$ cat src/rtl/math_sched_pkg.sv
// Shared types and field helpers for the integer math issue scheduler.
// Micro-op payload layout is {rs2, rs1, rob}, identical to the EX00 operand stage input.
package math_sched_pkg;

    localparam int unsigned TAG_W  = 6;
    localparam int unsigned ROB_W  = 6;
    localparam int unsigned DATA_W = 18;

    typedef struct packed {
        logic              valid;
        logic              rs1_rdy;
        logic              rs2_rdy;
        logic [DATA_W-1:0] data;
    } sched_entry_t;

    function automatic logic [TAG_W-1:0] rs1_of(input logic [DATA_W-1:0] d);
        return d[2*TAG_W-1:TAG_W];
    endfunction

    function automatic logic [TAG_W-1:0] rs2_of(input logic [DATA_W-1:0] d);
        return d[DATA_W-1:2*TAG_W];
    endfunction

    function automatic logic [ROB_W-1:0] rob_of(input logic [DATA_W-1:0] d);
        return d[ROB_W-1:0];
    endfunction

endpackage

$ cat src/rtl/math_sched_select.sv
// Oldest-first picker: slot 0 is the oldest entry, so the lowest set ready bit wins.
module math_sched_select #(
    parameter int unsigned ENTRIES = 8
) (
    input  logic [ENTRIES-1:0] ready_vec,
    output logic [ENTRIES-1:0] pick,
    output logic               any_ready
);

    always_comb begin
        pick      = '0;
        any_ready = 1'b0;
        for (int i = 0; i < int'(ENTRIES); i++) begin
            if (ready_vec[i] && !any_ready) begin
                pick[i]   = 1'b1;
                any_ready = 1'b1;
            end
        end
    end

endmodule

$ cat src/rtl/math_sched.sv
// Issue queue for the integer math pipe: age-ordered by compaction, oldest ready op issues.
// MATH_SCHED_WAKE_BYPASS_EN lets this cycle's wakeups feed select directly.
module math_sched
    import math_sched_pkg::*;
#(
    parameter int unsigned ENTRIES    = 8,
    parameter int unsigned WAKE_PORTS = 3,
    localparam int unsigned CNT_W     = $clog2(ENTRIES + 1)
) (
    input  logic                        cpu_clock_i,
    input  logic                        cpu_reset_i,
    input  logic                        flush_i,
    input  logic                        enq_valid_i,
    input  logic [DATA_W-1:0]           enq_data_i,
    input  logic                        enq_rs1_rdy_i,
    input  logic                        enq_rs2_rdy_i,
    output logic                        enq_ready_o,
    input  logic [WAKE_PORTS-1:0]       wake_valid_i,
    input  logic [TAG_W*WAKE_PORTS-1:0] wake_tag_i,
    output logic                        issue_valid_o,
    output logic [DATA_W-1:0]           issue_data_o,
    output logic [CNT_W-1:0]            occupancy_o,
    output logic                        empty_o
);

    sched_entry_t        ent_q [ENTRIES];
    sched_entry_t        ent_d [ENTRIES];
    sched_entry_t        ent_w [ENTRIES+1];
    sched_entry_t        new_ent;
    logic [CNT_W-1:0]    cnt_q, cnt_d, cnt_base;
    logic                issue_valid_q, issue_valid_d;
    logic [DATA_W-1:0]   issue_data_q, issue_data_d;
    logic [ENTRIES-1:0]  sel_rdy, pick;
    logic                pick_any;
    logic                enq_ok;

    function automatic logic woken(input logic [TAG_W-1:0]            tag,
                                   input logic [WAKE_PORTS-1:0]       wv,
                                   input logic [TAG_W*WAKE_PORTS-1:0] wt);
        logic hit;
        hit = 1'b0;
        for (int p = 0; p < int'(WAKE_PORTS); p++) begin
            hit |= wv[p] && (wt[p*TAG_W +: TAG_W] == tag);
        end
        return hit;
    endfunction

    // Entries with this cycle's wakeups applied; the extra top slot feeds compaction.
    always_comb begin
        for (int i = 0; i < int'(ENTRIES); i++) begin
            ent_w[i] = ent_q[i];
            if (ent_q[i].valid) begin
                if (woken(rs1_of(ent_q[i].data), wake_valid_i, wake_tag_i)) ent_w[i].rs1_rdy = 1'b1;
                if (woken(rs2_of(ent_q[i].data), wake_valid_i, wake_tag_i)) ent_w[i].rs2_rdy = 1'b1;
            end
        end
        ent_w[ENTRIES] = '0;
    end

    always_comb begin
        for (int i = 0; i < int'(ENTRIES); i++) begin
`ifdef MATH_SCHED_WAKE_BYPASS_EN
            sel_rdy[i] = ent_w[i].valid & ent_w[i].rs1_rdy & ent_w[i].rs2_rdy;
`else
            sel_rdy[i] = ent_q[i].valid & ent_q[i].rs1_rdy & ent_q[i].rs2_rdy;
`endif
        end
    end

    math_sched_select #(
        .ENTRIES (ENTRIES)
    ) u_select (
        .ready_vec (sel_rdy),
        .pick      (pick),
        .any_ready (pick_any)
    );

    assign enq_ready_o = cnt_q < CNT_W'(ENTRIES);
    assign enq_ok      = enq_valid_i & enq_ready_o;
    assign cnt_base    = cnt_q - CNT_W'(pick_any);

    // x0 and same-cycle wakeups are captured as ready so no wakeup is lost.
    always_comb begin
        new_ent.valid   = 1'b1;
        new_ent.data    = enq_data_i;
        new_ent.rs1_rdy = enq_rs1_rdy_i || (rs1_of(enq_data_i) == '0)
                          || woken(rs1_of(enq_data_i), wake_valid_i, wake_tag_i);
        new_ent.rs2_rdy = enq_rs2_rdy_i || (rs2_of(enq_data_i) == '0)
                          || woken(rs2_of(enq_data_i), wake_valid_i, wake_tag_i);
    end

    always_comb begin
        logic              seen;
        logic [DATA_W-1:0] pick_data;
        seen      = 1'b0;
        pick_data = '0;
        for (int i = 0; i < int'(ENTRIES); i++) begin
            pick_data |= pick[i] ? ent_q[i].data : '0;
            seen      |= pick[i];
            ent_d[i]   = seen ? ent_w[i+1] : ent_w[i];
            if (enq_ok && (cnt_base == CNT_W'(i))) ent_d[i] = new_ent;
        end
        cnt_d         = cnt_base + CNT_W'(enq_ok);
        issue_valid_d = pick_any;
        issue_data_d  = pick_any ? pick_data : issue_data_q;
        if (flush_i) begin
            for (int i = 0; i < int'(ENTRIES); i++) ent_d[i] = '0;
            cnt_d         = '0;
            issue_valid_d = 1'b0;
            issue_data_d  = issue_data_q;
        end
    end

    always_ff @(posedge cpu_clock_i or posedge cpu_reset_i) begin
        if (cpu_reset_i) begin
            for (int i = 0; i < int'(ENTRIES); i++) ent_q[i] <= '0;
            cnt_q         <= '0;
            issue_valid_q <= 1'b0;
            issue_data_q  <= '0;
        end else begin
            for (int i = 0; i < int'(ENTRIES); i++) ent_q[i] <= ent_d[i];
            cnt_q         <= cnt_d;
            issue_valid_q <= issue_valid_d;
            issue_data_q  <= issue_data_d;
        end
    end

    assign issue_valid_o = issue_valid_q;
    assign issue_data_o  = issue_data_q;
    assign occupancy_o   = cnt_q;
    assign empty_o       = (cnt_q == '0);

endmodule

$ cat config.mk
export PLATFORM = sky130hd
export DESIGN_NAME = math_sched
export DESIGN_NICKNAME = d
export VERILOG_FILES = /design/src/rtl/math_sched_pkg.sv /design/src/rtl/math_sched_select.sv /design/src/rtl/math_sched.sv
export SDC_FILE = /design/constraint.sdc
export NUM_CORES = 1
export LEC_CHECK = 0
export BUFFER_PORTS_ARGS = -buffer_cell sky130_fd_sc_hd__buf_2
export CELL_PAD_IN_SITES_DETAIL_PLACEMENT = 0
export CELL_PAD_IN_SITES_GLOBAL_PLACEMENT = 1
export CORE_MARGIN = 2
export CORE_UTILIZATION = 52
export CTS_CLUSTER_DIAMETER = 200
export CTS_CLUSTER_SIZE = 10
export DETAILED_ROUTE_END_ITERATION = 16
export PLACE_DENSITY = 0.88
export SLEW_MARGIN = 15
export SYNTH_ARGS = -nofsm -noshare
export SYNTH_HDL_FRONTEND = slang
export SYNTH_SLANG_ARGS = --single-unit
$ cat constraint.sdc
create_clock -name cpu_clock_i -period 15 [get_ports cpu_clock_i]
set_input_delay 2.25 -clock cpu_clock_i [delete_from_list [all_inputs] [get_ports cpu_clock_i]]
set_output_delay 2.25 -clock cpu_clock_i [all_outputs]
set_load 0.01 [all_outputs]
==> reports/results.txt, run 1 <==
Entering global routing, the biggest net connects 118 pins. The floorplan step set the die height to 170 µm. Cell taking the most area after synthesis: dfrtp_1. Die extent in x: 170 µm. Summed over all layers, the global routing overflow is 0. The tightest hold path in the finished design has a slack of 536 ps. The end of the worst register-to-register path was ent_q[40].

The worst clock skew on the final layout was 22.1 ps; the clock edge transition at the registers on the reported setup and hold paths was 90 ps. The worst hold path belongs to the class register to register. The completed layout was analyzed and its total power is 1.95 mW.

Timing would allow up to 209 MHz. The tools report the final net count as 1608. For the worst setup path, the data required time is 15360 ps. The share of total power dissipated in the clock network is 24.6%. For flop-to-flop paths, the worst setup slack is 10210 ps.

The worst path uses 32.0% of the clock period. The detailed-route via count was 13200. The start-to-end type of the worst setup path is register to register.

The tools report the initial antenna violation count as 1. In this run the remaining antenna-violating nets after routing total 0. Final routed DRC violation total: 0. The mapped netlist covers 14300 µm².

Of all flip-flops after synthesis, the portion carrying an async set or reset was 100%. The logs give 26.1% for the relative slew slack and 5 for the number of iterations in the first detailed-routing pass. The maximum clock insertion buffer count is 2.

In the final routed layout, each cell accounts on average for 27.1 µm. The layout has 2439 filler cells. The logs give 1.04 for the routability-driven placement congestion ratio and 0 for the final count of negative-setup-slack endpoints. The internal power consumption was 1.11 mW. For this run, the number of standard cells in the final layout without fillers is 1913.

The arrival time of data at the critical path endpoint came out at 5150 ps. The layout overhead on the synthesized area is 3.65%, and the number of buffers added for setup after CTS is 0. The floorplan step defined a core boundary enclosing 27000 µm². The maximum vdd drop came out at 75.5 µV. The run gives 0 as the number of hold violations in the final report. Adding up every negative setup slack in the final design gives 0 ps. When the netlist entered floorplanning its net count stood at 1759. The flow ran to the end, and the final reports show no timing, DRC or antenna violations. The largest driver fanout on the critical path is 26, and the count of routing violations after the opening detailed-route iteration is 1551. Setup repair after global routing left no endpoint under its margin. Nature of the critical path endpoint: a register. The power density over cell area is 132 nW/µm², and the number of resized instances in the post-cts repair step is 0. Commonest register cell after synthesis: dfrtp_1. The net switching power was 838 µW. The switching portion of total power is 43.0%, and the row count is 60. 0 antenna diodes ended up in the layout. The clock period could shrink to 4790 ps. TritonCTS built the clock tree. Max-slew violation count: 0. The final HPWL from detailed placement was 34.5 mm. The worst setup path is launched from a register. Averaged over all synthesized cells, the footprint is 8.35 µm². For this run, the register share of the synthesized area comes to 33.5%. By area the synthesized netlist is led by dfrtp_1 33%, xnor2_1 13%, xor2_1 7.4%. The run gives 460 ps as the later-pin clock latency in the skew report. The tools report the clock root buffer master as clkbuf_16. The final layout contains routed wiring with a total length of 51.9 mm. The share of final-layout standard cells stronger than drive strength 1 was 8.84%. The number of clock buffers added by TritonCTS is 17.

The share of total power dissipated in combinational logic is 32.8%. The slew at the pin closest to its max-slew limit is 1110 ps. The clock sink total is 191.

The leakage power total came out at 5.89 nW. Summing all multi-input logic gate instances after layout gives 8450 µm². Number of hold buffers added after cts: 0. The most frequently used cell type in the post-synthesis netlist is xnor2_1. During synthesis, Yosys emitted a total of 0 warnings. Counting cells, the worst reg-to-reg path comes to 14.

The synthesized netlist contains 52 unique library cells. Buffers placed on the I/O ports in this run total 69. In this run, synthesis produced a sequential element count of 191.

The number of levels in the clock H-tree is 4. The area share of the largest cell type after synthesis was 33.5%; the number of cells produced by synthesis was 1710. The die covers 28800 µm². The first global-routing pass estimated 78.5 mm of wire. Via density per instance: 6.92. Start of the worst register-to-register path: ent_q[146]. The synthesized design contains 0 enable-type register cells. The cell total after placement is 1881.

In this run the count of I/O pins placed on the die edge is 70. Once the floorplan was initialized, standard cells occupied 53.0% of the core. Counting instances in the post-synthesis netlist gives the leading cell types as 206 x xnor2_1, 197 x nand2_1, 191 x dfrtp_1, 180 x nor2_1, 175 x clkbuf_1. The run gives 36.3% as the total global routing track utilization. The critical path ends at ent_q[40]. Summing all flip-flop and latch instances after layout gives 4780 µm².

Tracing the worst setup path back leads to its startpoint at ent_q[146]. Max-cap violations in this run came to 0. The number of global-route vias before repair was 12600. The sequential group share of total power came out at 42.7%.
how the worst min path moves through the flow:
stage,start,end,slack [ps],depth (start not counted)
after floorplan,ent_q[0],ent_q[0],490,1
after global placement,ent_q[166],ent_q[166],510,1
after detailed placement,ent_q[5],ent_q[5],510,1
after CTS,ent_q[4],ent_q[4],540,1
after global routing,ent_q[0],ent_q[0],550,1
final,ent_q[0],ent_q[0],540,1
kinds of logic (layout without fill, tap and decap cells):
kind of cell | count (synthesis) | after routing | share of synthesized area (%)
AOI/OAI and AO/OA | 303 | 303 | 17.0
xor gates and xnor gates | 327 | 327 | 20.1
adders and majority gates | 4 | 4 | 0.351
buffers and inverters | 264 | 126 | 7.43
DFF | 191 | 191 | 33.5
muxes | 45 | 45 | 3.19
and+or+nand+nor | 576 | 576 | 18.5
power by group through the flow:
stage | Sequential, mW | Combinational [mW] | Clock [mW]
after floorplan | 0.691 | 0.557 | 0
after global placement | 0.827 | 0.613 | 0
after detailed placement | 0.829 | 0.628 | 0
after CTS | 0.819 | 0.632 | 0.481
after global routing | 0.839 | 0.697 | 0.502
final | 0.832 | 0.639 | 0.479
worst max-delay path, stage by stage (launching register included):
cell and delay, ps:
dfrtp_1 590, and3_1 420, or4_4 620, nor3_4 160, buf_4 420, nand2_2 160
ha_1 260, ha_1 230, nor2b_1 180, a21oi_1 130, nor2_1 170, nand4_1 490
buf_4 450, or3_1 340, o221ai_1 70
per-stage QoR:
step | worst slack, ps | cell area (µm²) | util (%)
2_1_floorplan | 7550 | 14300 | -
3_3_place_gp | 10400 | 14200 | 52.6
3_5_place_dp | 10330 | 14200 | 52.6
4_1_cts | 10340 | 14800 | 54.9
5_1_grt | 9930 | 14800 | 54.9
6_report | 10210 | 14800 | 54.9
routing by layer:
metal / part of all wire, % / vias up / GRT usage (%) / wire length, µm
met2: 44 / 863 / 54.6 / 22700
met3: 11 / 167 / 7.63 / 5770
met4: 5.3 / 0 / 18.6 / 2730
li1: - / 5697 / - / -
met5: 0 / - / 0 / 0
met1: 40 / 6506 / 49.6 / 20700
placed cells by master (no fill, tap or decap), types with 5 or more instances in the layout:
master	n
a211oi_1	38
clkbuf_16	17
mux2i_1	41
a22oi_1	16
buf_2	68
buf_4	18
clkinv_8	6
and3_1	6
a22o_1	32
nand4_1	46
a31oi_1	35
nor2_1	179
a221oi_1	27
xor2_1	121
dfrtp_1	191
nor4_1	34
a221o_1	13
a21oi_1	8
and4_1	13
nand2_1	197
nor2b_1	5
o22ai_1	18
nor3_1	16
a311oi_1	91
a41o_1	5
or2_2	6
inv_1	7
or3_1	5
xnor2_1	206
nand3_1	54
cell type report:
cell class	instances	share of cell area (%)
Clock buffer	18	2.97
Multi-Input combinational cell	1255	57.1
Timing Repair Buffer	86	3.21
Sequential cell	191	32.3
Inverter	8	0.254
Clock inverter	14	1.23
Tap cell	341	2.88
flip-flops by register name, summed over array words and instances (netlist names):
name	flops
occupancy_o	4
ent_q	168
issue_valid_o	1
issue_data_o	18
Power figures use the tool's default switching activity.
==> run 2: changes to the inputs <==
Settings changed: CORE_UTILIZATION 52 to 43, PLACE_DENSITY 0.88 to 0.78.
Clock period 15 ns to 4.3 ns, I/O delays scaled along.
==> run 2 against run 1 <==
Sequential share of layout area is 0.89 points lower. Clock power grew to 3.8 times the previous value. Power grew to 3.5 times the previous value. Cell count is 7.0% higher. Global-route usage is 4.9 points lower. Fmax is 25% higher. Hold slack worse by 330 ps. Largest power group unchanged.
==> reports/results.txt, run 2 (synthesis gave the netlist of run 1 again) <==
Leaving out fill and tap cells, the most frequent cell in the layout is xnor2_1. At the pin with the least slew margin, the transition time is 1050 ps. The sum of met2 wire segment lengths after detailed routing came out at 23.5 mm.

In the final layout, the share of cells above drive strength 1 is 10.7%. In this run, post-CTS hold repair placed 0 buffers. The worst setup path is captured at a register. For this design, the slowest cell found on the critical path is or4b_2.

Setup repair after global routing left no endpoint under its margin. Setup violations remaining at the end of the flow were counted as 0. Of all nets on the critical path, the largest fanout is 40. The path class of the tightest hold or removal check is input pin to asynchronous set/reset pin.

Across the VDD grid, the largest voltage drop is 303 µV. Power spread over the standard cell area amounts to 455 nW/µm². The launch point of the worst path is ent_q[167]. Once layout is done, the placed cells without fillers occupy 15200 µm². The clock arrives with 13.6 ps of skew. The row count was 66; the maximum number of pins on one net before global-route repair was 106. The aggregate global routing overflow was 0; the total global routing track utilization was 31.5%.

The die covers 34700 µm². The worst path needs 3840 ps of the cycle, external delays included. The routed design has 53.4 mm of wire. Setup total negative slack: 0 ps. Clock tree synthesis inserted a total of 17 buffers.

The core region is 32600 µm². The tools report the number of global-route vias before repair as 12600. Clock tree synthesis selected as its root buffer the cell clkbuf_16.

Worst setup path endpoint: ent_q[102]. The tools report the max-slew violation count as 0. The logs give 43.8% for the initial standard-cell utilization of the core and 35.1 mm for the final HPWL from detailed placement.

For this run, design rule violations remaining after detail routing come to 0. Counting every sink on the clock net gives 191. In the final routing, the length of wire on met1 measures 22.0 mm. The leakage power total was 6.06 nW; the placed instance area was 14600 µm². The tools report the end of the worst register-to-register path as ent_q[102]. The number of filler instances in the final layout came out at 3151.

The worst setup slack for register-to-register paths was 460 ps; the average wire per standard cell was 26.1 µm. The number of hold violations in the final report was 0. The kind of start point of the critical path was a register.

After detailed routing, the met3 layer carries 5.67 mm of wire. ent_q holds more flip-flops than any other register. The number of maximum-capacitance constraint violations came out at 0. The number of antenna diodes in the final layout is 0. Count of routing violations after the opening detailed-route iteration: 1498. The flip-flop count of the largest register, all copies and words added is 168. Headroom to the max-slew limit came out at 30.1%.

Start-to-end type of the worst setup path: register to register. The floorplan step set the die width to 186 µm. The number of iterations in the first detailed-routing pass is 5, and the pre-CTS setup slack is 513 ps. Power comes to 6.92 mW. The flow ran to the end, and the final reports show no timing, DRC or antenna violations. For this design the top-level I/O count stands at 70.

TritonCTS built the clock tree. The floorplan step set the die height to 186 µm. The via density per instance was 6.46; the number of port buffers was 69. From synthesis to final layout, the design area changed by 6.57%. The number of resized instances in the post-cts repair step was 0.

Post-route antenna net violation count: 0. The highest layer touched by signal routing is met4. The run gives 4180 ps as the arrival time of data at the critical path endpoint.

The first global-routing pass estimated 81.1 mm of wire. The dominant cell type by count on the critical path was ha_1. The largest single stage delay on the critical path is 1040 ps.

The depth of the most critical reg-to-reg path was 10. After the last flow step, the layout net total stands at 1640. The tools report the number of levels in the clock H-tree as 4.

The top cell types in the final layout, fill and taps aside, are 206 x xnor2_1, 197 x nand2_1, 191 x dfrtp_1. The initial antenna violation count came out at 1. For this block, the via count after detailed routing is 13200.

The worst path meets setup with 463 ps of slack. STA puts the critical path data required time at 4640 ps. The maximum clock insertion buffer count is 2. The start of the worst register-to-register path was ent_q[167]. The signal on the critical path passes through and3_2 > or4_4 > nor3_4 > nand2_2 > ha_1 > ha_1 > nor2_1 > a21oi_1 > or4b_2 > mux2_2. Static timing analysis puts the maximum clock frequency at 261 MHz. The tools report the number of buffers added for setup after CTS as 0. The clock edge transition at the registers on the reported setup and hold paths works out to 80 ps. The later-pin clock latency in the skew report was 460 ps. At the end of routability-driven placement, the weighted congestion stood at 0.904.

The portion of the clock cycle consumed by the worst path in the final layout is 89.2%.
-- run 2: changes by cell type in the layout (fill, tap and decap cells not counted), sizes merged --
cell      delta
clkinv       -4
clkbuf       -1
bufinv       +4
buf         +32
inv          -1
clkinvlp     +2
-- run 2: final cells by class --
| class | count | area (µm²) | share of cell area (%) |
|---|---|---|---|
| Tap cell | 442 | 553 | 3.64 |
| Multi-Input combinational cell | 1255 | 8460 | 55.6 |
| Timing Repair Buffer | 118 | 741 | 4.87 |
| Sequential cell | 191 | 4780 | 31.4 |
| Clock inverter | 15 | 220 | 1.45 |
| Inverter | 8 | 33.8 | 0.222 |
| Clock buffer | 17 | 425 | 2.80 |
-- run 2: metal layers --
| layer | GRT usage (%) | vias up |
|---|---|---|
| li1 | - | 5764 |
| met1 | 43.3 | 6525 |
| met2 | 47.8 | 794 |
| met3 | 7.17 | 137 |
| met4 | 12.7 | 0 |
| met5 | 0 | - |
-- run 2: worst min path at each step --
stage	start	endpoint	slack [ps]	depth (start not counted)
finish	cpu_reset_i	ent_q[57]	200	2
global route	cpu_reset_i	ent_q[57]	230	2
CTS	cpu_reset_i	ent_q[57]	220	2
detailed placement	ent_q[5]	ent_q[5]	510	1
global placement	ent_q[5]	ent_q[5]	510	1
floorplan	ent_q[0]	ent_q[0]	490	1
-- run 2: critical path: cells and delay by family, from the launching register on --
kind | cells | cell delay (ps)
simple gates | 6 | 2290
compound gates | 1 | 110
fa+ha+maj | 2 | 470
mux | 1 | 410
flops | 1 | 430
-- run 2: power breakdown --
| part | internal [mW] | switching (mW) | leakage [nW] | total (mW) |
|---|---|---|---|---|
| logic | 0.949 | 1.39 | 3.15 | 2.34 |
| clock network | 0.997 | 0.812 | 0.314 | 1.81 |
| registers | 2.17 | 0.603 | 2.59 | 2.77 |
| total | 4.11 | 2.80 | 6.06 | 6.92 |
-- run 2: stage by stage --
stage | util [%] | std cells | hold WS [ps]
2_1_floorplan | - | 1710 | 487
3_3_place_gp | 44.7 | 2014 | 508
3_5_place_dp | 44.7 | 2014 | 507
4_1_cts | 46.6 | 2046 | 217
5_1_grt | 46.6 | 2046 | 234
6_report | 46.6 | 2046 | 203
==> run 3: changes to the inputs <==
Settings changed: CORE_UTILIZATION 43 to 44, PLACE_DENSITY 0.78 to 0.79, SYNTH_HIERARCHICAL set to 1.
==> run 3 against run 2 <==
Cell count fell by 5.4%. Largest cell class unchanged. Hold slack improved by 130 ps. Design area fell by 1.2%. Highest routed layer unchanged. Critical path depth did not move.
==> reports/results.txt, run 3 <==
The final routed DRC violation total was 0; the number of buffer and inverter instances along the worst setup path was 0. The number of maximum-capacitance constraint violations was 0; the relative slew slack was 30.7%. The initialized floorplan defines 65 standard-cell rows.

Share of flip-flops with an asynchronous set or reset: 100%. The clock tree synthesis step divided the H-tree into 4 levels. The detailed router finished its first iteration with 1738 violations. The depth of the most critical reg-to-reg path is 10, and the aggregate global routing overflow is 0.

After detailed routing, the total wire length is 54.5 mm. Setup violations remaining at the end of the flow were counted as 0. Yosys instantiated no cell more often than dfrtp_1.

By area the synthesized netlist is led by dfrtp_1 34%, xnor2_1 11%, xor2_1 9.4%. The total stage count of the critical path came out at 10. The first TritonRoute pass finished after 7 iterations. The die is 183 µm tall. Ranked by instance count, the synthesized netlist is headed by 191 x dfrtp_1, 177 x xnor2_1, 172 x clkbuf_1, 151 x xor2_1, 149 x nor2_1. Leaving out fill and tap cells, the most frequent cell in the layout is dfrtp_1. Among all flip-flop cells after synthesis, the most frequent one is dfrtp_1. For this configuration, the core starts out at a cell density of 44.8%. Summing the sequential cell areas from Yosys gives 33.8% of the chip area.

STA classifies the critical path startpoint as a register. The critical path is of the register to register type. The number of global-route vias before repair was 12500. In the final routed layout, each cell accounts on average for 28.2 µm.

The post-route netlist has 10.9% of its cells at a drive strength greater than 1. After routing, the total negative slack on setup checks comes to 0 ps. The flow ran to the end, and the final reports show no timing, DRC or antenna violations. Clock latency on the worst-skew pair, taken at its later pin, is 460 ps. The logs give 0 for the number of hold buffers added after cts and 191 for the clock sink total.

The longest clock path from root to sink contains 2 buffers. The largest single stage delay on the critical path is 670 ps. The worst setup path is captured at a register. After detailed placement, the total cell area comes to 14400 µm². The synthesized area per cell was 8.62 µm²; the area fraction in compound gates after synthesis was 18.6%. The congestion estimate from routability-driven global placement came to 0.957. The clock root buffer master was clkbuf_16.

On the critical path, the stage with the largest delay is an instance of a211oi_1. The number of distinct library cells after synthesis was 50. The library cells used most frequently in the layout, excluding fill and tap cells, are 191 x dfrtp_1, 177 x xnor2_1, 151 x xor2_1.

The worst hold path belongs to the class input pin to asynchronous set/reset pin. The worst register-to-register path has a setup slack of 610 ps. The number of resized instances in the post-cts repair step was 0; the clock buffer count from CTS was 17. Yosys printed 6 warnings. The register with the most flip-flops in the layout has 168 of them. TritonCTS built the clock tree. 70 I/O pins were placed. The via density per instance is 6.74.

The cell that appears most often on the critical path is ha_1. The run gives 33600 µm² as the full die area. The initial antenna violation count came out at 1. The run gives 0 as the post-route antenna net violation count. For the max-slew violation count, the log shows 0. The highest clock frequency the design can meet is 271 MHz, and the wire length of the first global-routing pass is 82.2 mm.

The area inside the core boundary came out at 31600 µm². The die extent in x came out at 183 µm. Summed over all instances, the cell type with the most area after synthesis is dfrtp_1.

For the worst setup path, the data arrival time is 4040 ps. Counting flops per register, the top entry is ent_q. The number of buffers added for setup after CTS is 0.

Global routing used 32.8% of the available tracks across all layers. The number of register bits inferred by synthesis is 191, and the share of cell area taken by muxes after synthesis is 4.49%. The final HPWL from detailed placement was 34.8 mm; the layout overhead on the synthesized area was 6.40%. The cell type group with the largest total delay on the critical path was simple AND/OR/NAND/NOR gates.

Summing the areas of all and, or, nand and nor instances in the mapped netlist gives 15.0% of the synthesized area. Port buffering added 69 buffers. The number of antenna diodes in the final layout is 0. After synthesis the cells add up to 14100 µm². The detailed router placed 13000 vias in this run. By area, the combinational part of the netlist is dominated by XOR/XNOR gates. The slew at the pin closest to its max-slew limit works out to 1040 ps. For the overall power after layout, the log shows 6.40 mW. The maximum vdd drop is 263 µV, and the clock edge transition at the registers on the reported setup and hold paths is 80 ps. The final net count was 1571; the area share of fa/ha/maj cells after synthesis was 0.354%.

With fillers left out, the area of the finished cells amounts to 15000 µm². Along the worst path, the maximum fanout reaches 6. The number of cells produced by synthesis is 1638. In this run the static leakage power is 6.27 nW. The xor and xnor area share after synthesis was 20.3%. The power density over cell area is 426 nW/µm². The worst path uses 85.9% of the clock period. Traced cell by cell, the critical path runs through and3_1 > nor4_4 > nand3_1 > ha_1 > ha_1 > or2_2 > a211oi_1 > nor3_1 > nand2_1 > mux2_2.

Setup repair after global routing left no endpoint under its margin. Entering global routing, the biggest net connects 128 pins. The area share of the largest cell type after synthesis is 33.8%, and the number of enable flip-flop cells after synthesis is 0.

The worst path needs 3690 ps of the cycle, external delays included. The clock arrives with 10.2 ps of skew. The endpoint required time on the critical path was 4640 ps; the number of hold violations in the final report was 0. Number of nets in the synthesized netlist: 1687.
run 3: cell count changes after synthesis, sizes merged, moves of 29 or more:
cell	delta
nand3	-36
a22oi	+56
xnor2	-29
a31oi	-32
xor2	+30
nor2	-31
nand2	-57
run 3: cells by family after synthesis:
family	count (synthesis)
AO/OA/AOI/OAI	337
XOR/XNOR	328
adder cells (fa/ha/maj)	4
buffers and inverters	260
flip-flops	191
multiplexers	63
AND/OR/NAND/NOR	455
run 3: layer usage:
layer | wire (µm) | share of wire [%] | global-route usage (%)
met1 | 21900 | 40 | 45.1
met2 | 23100 | 42 | 48.5
met3 | 6790 | 12 | 8.54
met4 | 2630 | 4.8 | 14.7
met5 | 0 | 0 | 0
run 3: worst reg2reg max path: cells and delay by family, from the launching register on:
family          cells  cell delay [ps]
compound gates      1              680
fa+ha+maj           2              540
flops               1              450
mux                 1              350
simple gates        6             1560
run 3: stage by stage:
stage          hold WS, ps  setup slack (ps)  cells  util, %
2_1_floorplan          472              1190   1638        -
3_5_place_dp           464               732   1905     45.7
3_3_place_gp           456               830   1905     45.7
6_report               337               607   1936     47.6
5_1_grt                392               512   1936     47.6
4_1_cts                350               703   1936     47.6
run 3: power breakdown:
group,total (mW),switching (mW),internal (mW)
Combinational,2.06,1.22,0.843
Sequential,2.63,0.538,2.09
Clock,1.71,0.762,0.949
Total,6.40,2.52,3.88
run 3: path summary, 6_finish.rpt:
kind / from / to
setup / recovery: ent_q[146] / ent_q[165]
hold / removal: cpu_reset_i / ent_q[20]
setup reg to reg: ent_q[146] / ent_q[165]
hold reg to reg: issue_data_o[13] / issue_data_o[13]
max in group asynchronous: cpu_reset_i / ent_q[131]
min in group cpu_clock_i: issue_data_o[13] / issue_data_o[13]
run 3: cell type report:
class / count / area (µm²)
flip-flops and latches: 191 / 4780
repair buffers: 117 / 771
clock inverters: 12 / 159
well taps: 402 / 503
multi-input cells: 1187 / 8330
clock buffers: 19 / 453
fillers: 3015 / 16500
inverters: 8 / 33.8
